<file path="config.mk">
export PLATFORM = sky130hd
export DESIGN_NAME = pkt_tx_framer
export DESIGN_NICKNAME = d
export VERILOG_FILES = /design/src/rtl/pkt_tx_framer.sv
export SDC_FILE = /design/constraint.sdc
export NUM_CORES = 1
export LEC_CHECK = 0
export BUFFER_PORTS_ARGS = -buffer_cell sky130_fd_sc_hd__buf_4
export CAP_MARGIN = 15
export CORE_ASPECT_RATIO = 1.2
export CORE_MARGIN = 10
export CORE_UTILIZATION = 47
export DETAILED_ROUTE_END_ITERATION = 16
export PLACE_DENSITY = 0.91
export SLEW_MARGIN = 20
export SYNTH_ARGS = -nofsm -noshare
export SYNTH_HDL_FRONTEND = slang
export SYNTH_SLANG_ARGS = --single-unit
export TNS_END_PERCENT = 5
</file>
<file path="constraint.sdc">
create_clock -name clk -period 4.78 [get_ports clk]
set_input_delay 0.239 -clock clk [delete_from_list [all_inputs] [get_ports clk]]
set_output_delay 0.239 -clock clk [all_outputs]
set_load 0.05 [all_outputs]
</file>
<file path="src/rtl/pkt_tx_framer.sv">
// Transmit framer: drains a fall-through FIFO onto an AXI-Stream master, inserts an
// inter-frame gap after every packet and keeps packet/byte statistics.
module pkt_tx_framer #(
    parameter int unsigned DATA_WIDTH = 64,
    parameter int unsigned IFG_CYCLES = 2,
    parameter int unsigned CNT_WIDTH  = 32
) (
    input  logic                             clk,
    input  logic                             reset_n,
    input  logic                             enable,
    input  logic                             clear_counters,
    input  logic [DATA_WIDTH+DATA_WIDTH/8:0] fifo_dout,
    input  logic                             fifo_empty,
    output logic                             fifo_rd_en,
    output logic [DATA_WIDTH-1:0]            m_axis_tdata,
    output logic [DATA_WIDTH/8-1:0]          m_axis_tkeep,
    output logic                             m_axis_tlast,
    output logic                             m_axis_tvalid,
    input  logic                             m_axis_tready,
    output logic                             busy,
    output logic [CNT_WIDTH-1:0]             pkt_count,
    output logic [CNT_WIDTH-1:0]             byte_count
);

    localparam int unsigned KEEP_W = DATA_WIDTH / 8;

    typedef enum logic [1:0] {
        IDLE,
        SEND,
        GAP
    } state_e;

    state_e               state_q, state_d;
    logic [7:0]           gap_q, gap_d;
    logic [CNT_WIDTH-1:0] pkt_count_q, pkt_count_d;
    logic [CNT_WIDTH-1:0] byte_count_q, byte_count_d;
    logic                 beat_acc;

    function automatic logic [CNT_WIDTH-1:0] popcount(input logic [KEEP_W-1:0] v);
        logic [CNT_WIDTH-1:0] n;
        n = '0;
        for (int unsigned i = 0; i < KEEP_W; i++) begin
            n = n + CNT_WIDTH'(v[i]);
        end
        return n;
    endfunction

    // Payload path is a pure pass-through of the FIFO head while sending, so
    // stability under backpressure comes from the FIFO holding its head word.
    always_comb begin
        m_axis_tvalid = 1'b0;
        m_axis_tdata  = '0;
        m_axis_tkeep  = '0;
        m_axis_tlast  = 1'b0;
        if (state_q == SEND) begin
            m_axis_tvalid = !fifo_empty;
            m_axis_tdata  = fifo_dout[DATA_WIDTH-1:0];
            m_axis_tkeep  = fifo_dout[DATA_WIDTH +: KEEP_W];
            m_axis_tlast  = fifo_dout[DATA_WIDTH+KEEP_W];
        end
    end

    assign beat_acc   = m_axis_tvalid & m_axis_tready;
    assign fifo_rd_en = beat_acc;
    assign busy       = (state_q != IDLE);
    assign pkt_count  = pkt_count_q;
    assign byte_count = byte_count_q;

    always_comb begin
        state_d = state_q;
        gap_d   = gap_q;
        unique case (state_q)
            IDLE: begin
                if (enable && !fifo_empty) begin
                    state_d = SEND;
                end
            end
            SEND: begin
                if (beat_acc && m_axis_tlast) begin
                    if (IFG_CYCLES == 0) begin
                        state_d = IDLE;
                    end else begin
                        state_d = GAP;
                        gap_d   = 8'(IFG_CYCLES);
                    end
                end
            end
            GAP: begin
                gap_d = gap_q - 8'd1;
                if (gap_q <= 8'd1) begin
                    state_d = IDLE;
                end
            end
            default: state_d = IDLE;
        endcase
    end

    // Clear wins over a same-cycle increment.
    always_comb begin
        pkt_count_d  = pkt_count_q;
        byte_count_d = byte_count_q;
        if (clear_counters) begin
            pkt_count_d  = '0;
            byte_count_d = '0;
        end else if (beat_acc) begin
            pkt_count_d  = pkt_count_q + CNT_WIDTH'(m_axis_tlast);
            byte_count_d = byte_count_q + popcount(m_axis_tkeep);
        end
    end

    always_ff @(posedge clk or negedge reset_n) begin
        if (!reset_n) begin
            state_q      <= IDLE;
            gap_q        <= '0;
            pkt_count_q  <= '0;
            byte_count_q <= '0;
        end else begin
            state_q      <= state_d;
            gap_q        <= gap_d;
            pkt_count_q  <= pkt_count_d;
            byte_count_q <= byte_count_d;
        end
    end

endmodule
</file>
==> results.toml <==
[critical_path]
cp-end-kind = "flip-flop"
rr_startpoint = "state_q[0]$_DFFE_PN0P_"
cpLargestDelayFamily = "adder cells"
path_cells = "nor2b_4 > and2_1 > inv_1 > fa_1 > fa_1 > fa_1 > fa_1 > inv_1 > fa_1 > a211oi_1 > nor2_1 > nand4_1 > xor2_1 > nor2_1"
cp_data_arrival_time_ns = 4.60
crit_buf_inv = 2
crit_required_ns = 4.97
rrSetupSlack_ns = 0.37
slowest_stage = "nor2_1"
start_kind = "flip-flop"
crit_top_cell = "fa_1"
path_max_fanout = 12
r2r-end = "byte_count[22]$_DFFE_PN0P_"
reg2reg_depth = 14
critPathMaxStageDelay_ns = 0.60
path_class = "flip-flop to flip-flop"

[placed_design]
hpwl_um = 13000
place_congestion = 0.960
place_area_um2 = 6270
dp_slack_ns = 0.424
dp.cells = 824
port_buffers = 218

[logic_synthesis]
synth.cell_area_um2 = 4560
synthesis.nets = 600
synth_seq_cells = 74
synth_most_common_cell = "dfrtp_1"
syn_avg_cell_area_um2 = 9.02
syn_inst = 506
netlist-cell-type-count = 47
synth-simple-area-share_pct = 31.3
synth_edf_count = 0
synth_xor_area_share_pct = 10.9
async_reset_ff_share_pct = 100
yosysTopAreaCell = "dfrtp_1"
synth.mux.area_fraction_pct = 0
synth.yosys.seq_area_share_pct = 40.6
synth-main-ff-cell = "dfrtp_1"
synthAdderAreaFrac_pct = 4.94
yosysWarnings = 0
synth_compound_area_share_pct = 8.12
synth_top_family_by_area = "simple AND/OR/NAND/NOR gates"
netlist.area_leader.share_pct = 40.6
synth_common_cells = "dfrtp_1 (74), and2_1 (73), nor2_1 (64)"
synth_area_leaders = "dfrtp_1 (41%), and2_1 (10%), xor2_1 (6.5%)"

[die]
start_util_pct = 47.9
fp.dieH_um = 128
io_pins = 219
fp.dieW_um = 110
core_area_um2 = 9520
row_count = 39
die_area_um2 = 14100

[sta]
whs_ns = 0.0493
finalSetupViolCount = 0
slew_violations = 0
finalSetupTns_ns = 0
layout_worst_path_cycle_share_pct = 92.3
rsz0062_at_grt = "no"
period_needed_ns = 4.41
worst_slack_ns = 0.369
worstMarginPinSlew_ns = 0.954
hold_violations = 0
fmax_ghz = 0.227
fin_skew_ns = 0.00597
slew_headroom_pct = 36.4

[power]
clockPowerShare_pct = 21.7
p_sw_mw = 1.60
swShare_pct = 48.6
peakVddDrop_v = 0.000477
finalPower_mw = 3.29
p_leak_nw = 3.26
power_density_nw_per_um2 = 499
p_int_mw = 1.69
combPwrFrac_pct = 56.5
seq_power_share_pct = 21.8

[clock_tree]
cts.sinks = 74
cts_resized = 0
cts_tree = "built"
postCtsSetupBuffers = 0
htree_levels = 3
clock_latency_ns = 0.33
clk_pin_slew_worst_paths_ns = 0.06
holdBufCountCts = 0
clockBufferDepth = 2
cts_made_buffers = 9
cts_root_buf = "clkbuf_16"

[route]
drcViolationCount = 0
drt_wl_total_um = 16400
dr.pass1.iters = 4
vias_per_cell = 5.41
postRouteAntennaNets = 0
via_count = 4535
first_iter_violations = 171
wl_per_cell_um = 19.6

[layout]
postLayoutCellArea_um2 = 6580
diodes = 0
post-route-util_pct = 69.2
nFillCells = 733
syn_to_final_growth_pct = 44.3
layout-drive-gt1-share_pct = 35.5
layout.nets = 806
final_cells = 839

[global_route]
grt_pass1_wl_um = 25300
grt_pass1_vias = 4685
gr-total-overflow = 0
grt_max_degree = 75
grt_usage_pct = 22.8
grt_antenna_before_repair = 0

[hold_path]
holdCritPathClass = "input port to async pin"

[job]
cap_viol_max_count = 0

[status]
status = "finished, final reports clean"
==> placed cells by master (no fill, tap or decap), drive strengths merged, types with 10 or more instances in the layout <==
master and instances:
a211oi 10, a21oi 12, and2 73, and3 10
buf 220, clkbuf 10, dfrtp 74, ha 10
inv 24, nand2 29, nand3 34, nand4 23
nor2 64, o21ai 10, xnor2 23, xor2 34
==> final cells by class <==
class	instances	area, um^2	area share, %
timing repair buffer	220	1650	25.1
clock buffer	10	229	3.48
sequential	74	1850	28.1
inverter	23	86.3	1.31
tap	123	154	2.34
multi-input combinational	384	2530	38.4
clock inverter	5	78.8	1.20
==> cells by family (layout without fill, tap and decap cells) <==
family          Yosys count  in the layout
simple gates            263            263
flops                    74             74
xor+xnor                 57             57
compound gates           49             49
buf+inv                  48            258
fa+ha+maj                15             15
==> routing by layer <==
layer  vias to the layer above  share of wire, %  GRT usage (%)
met4                         0               2.0           7.90
met3                        25               8.4           5.33
met5                         -                 0              0
met2                       199                51           37.2
li1                       2129                 -              -
met1                      2182                39           28.6
==> power groups by stage <==
| stage | Combinational, mW | Sequential [mW] | Clock (mW) |
|---|---|---|---|
| finish | 1.86 | 0.717 | 0.712 |
| CTS | 1.87 | 0.716 | 0.722 |
| global route | 1.97 | 0.724 | 0.753 |
| floorplan | 1.26 | 0.740 | 0 |
| detailed placement | 1.86 | 0.725 | 0 |
| global placement | 1.81 | 0.721 | 0 |
==> flip-flops by register name, indices dropped and copies added (netlist names) <==
signal and cells:
state_q 2, byte_count 32, gap_q 8, pkt_count 32
==> how the worst max path moves through the flow <==
stage / from / endpoint / slack (ns) / cells past startpoint
final: state_q[0]$_DFFE_PN0P_ / byte_count[22]$_DFFE_PN0P_ / 0.37 / 14
after global routing: state_q[0]$_DFFE_PN0P_ / byte_count[22]$_DFFE_PN0P_ / 0.16 / 14
after CTS: state_q[0]$_DFFE_PN0P_ / byte_count[22]$_DFFE_PN0P_ / 0.41 / 14
after detailed placement: state_q[0]$_DFFE_PN0P_ / byte_count[22]$_DFFE_PN0P_ / 0.42 / 14
after global placement: state_q[0]$_DFFE_PN0P_ / byte_count[28]$_DFFE_PN0P_ / 0.65 / 14
after floorplan: state_q[0]$_DFFE_PN0P_ / byte_count[14]$_DFFE_PN0P_ / 0.37 / 16
Note: power is estimated with default switching activity, not from simulation.
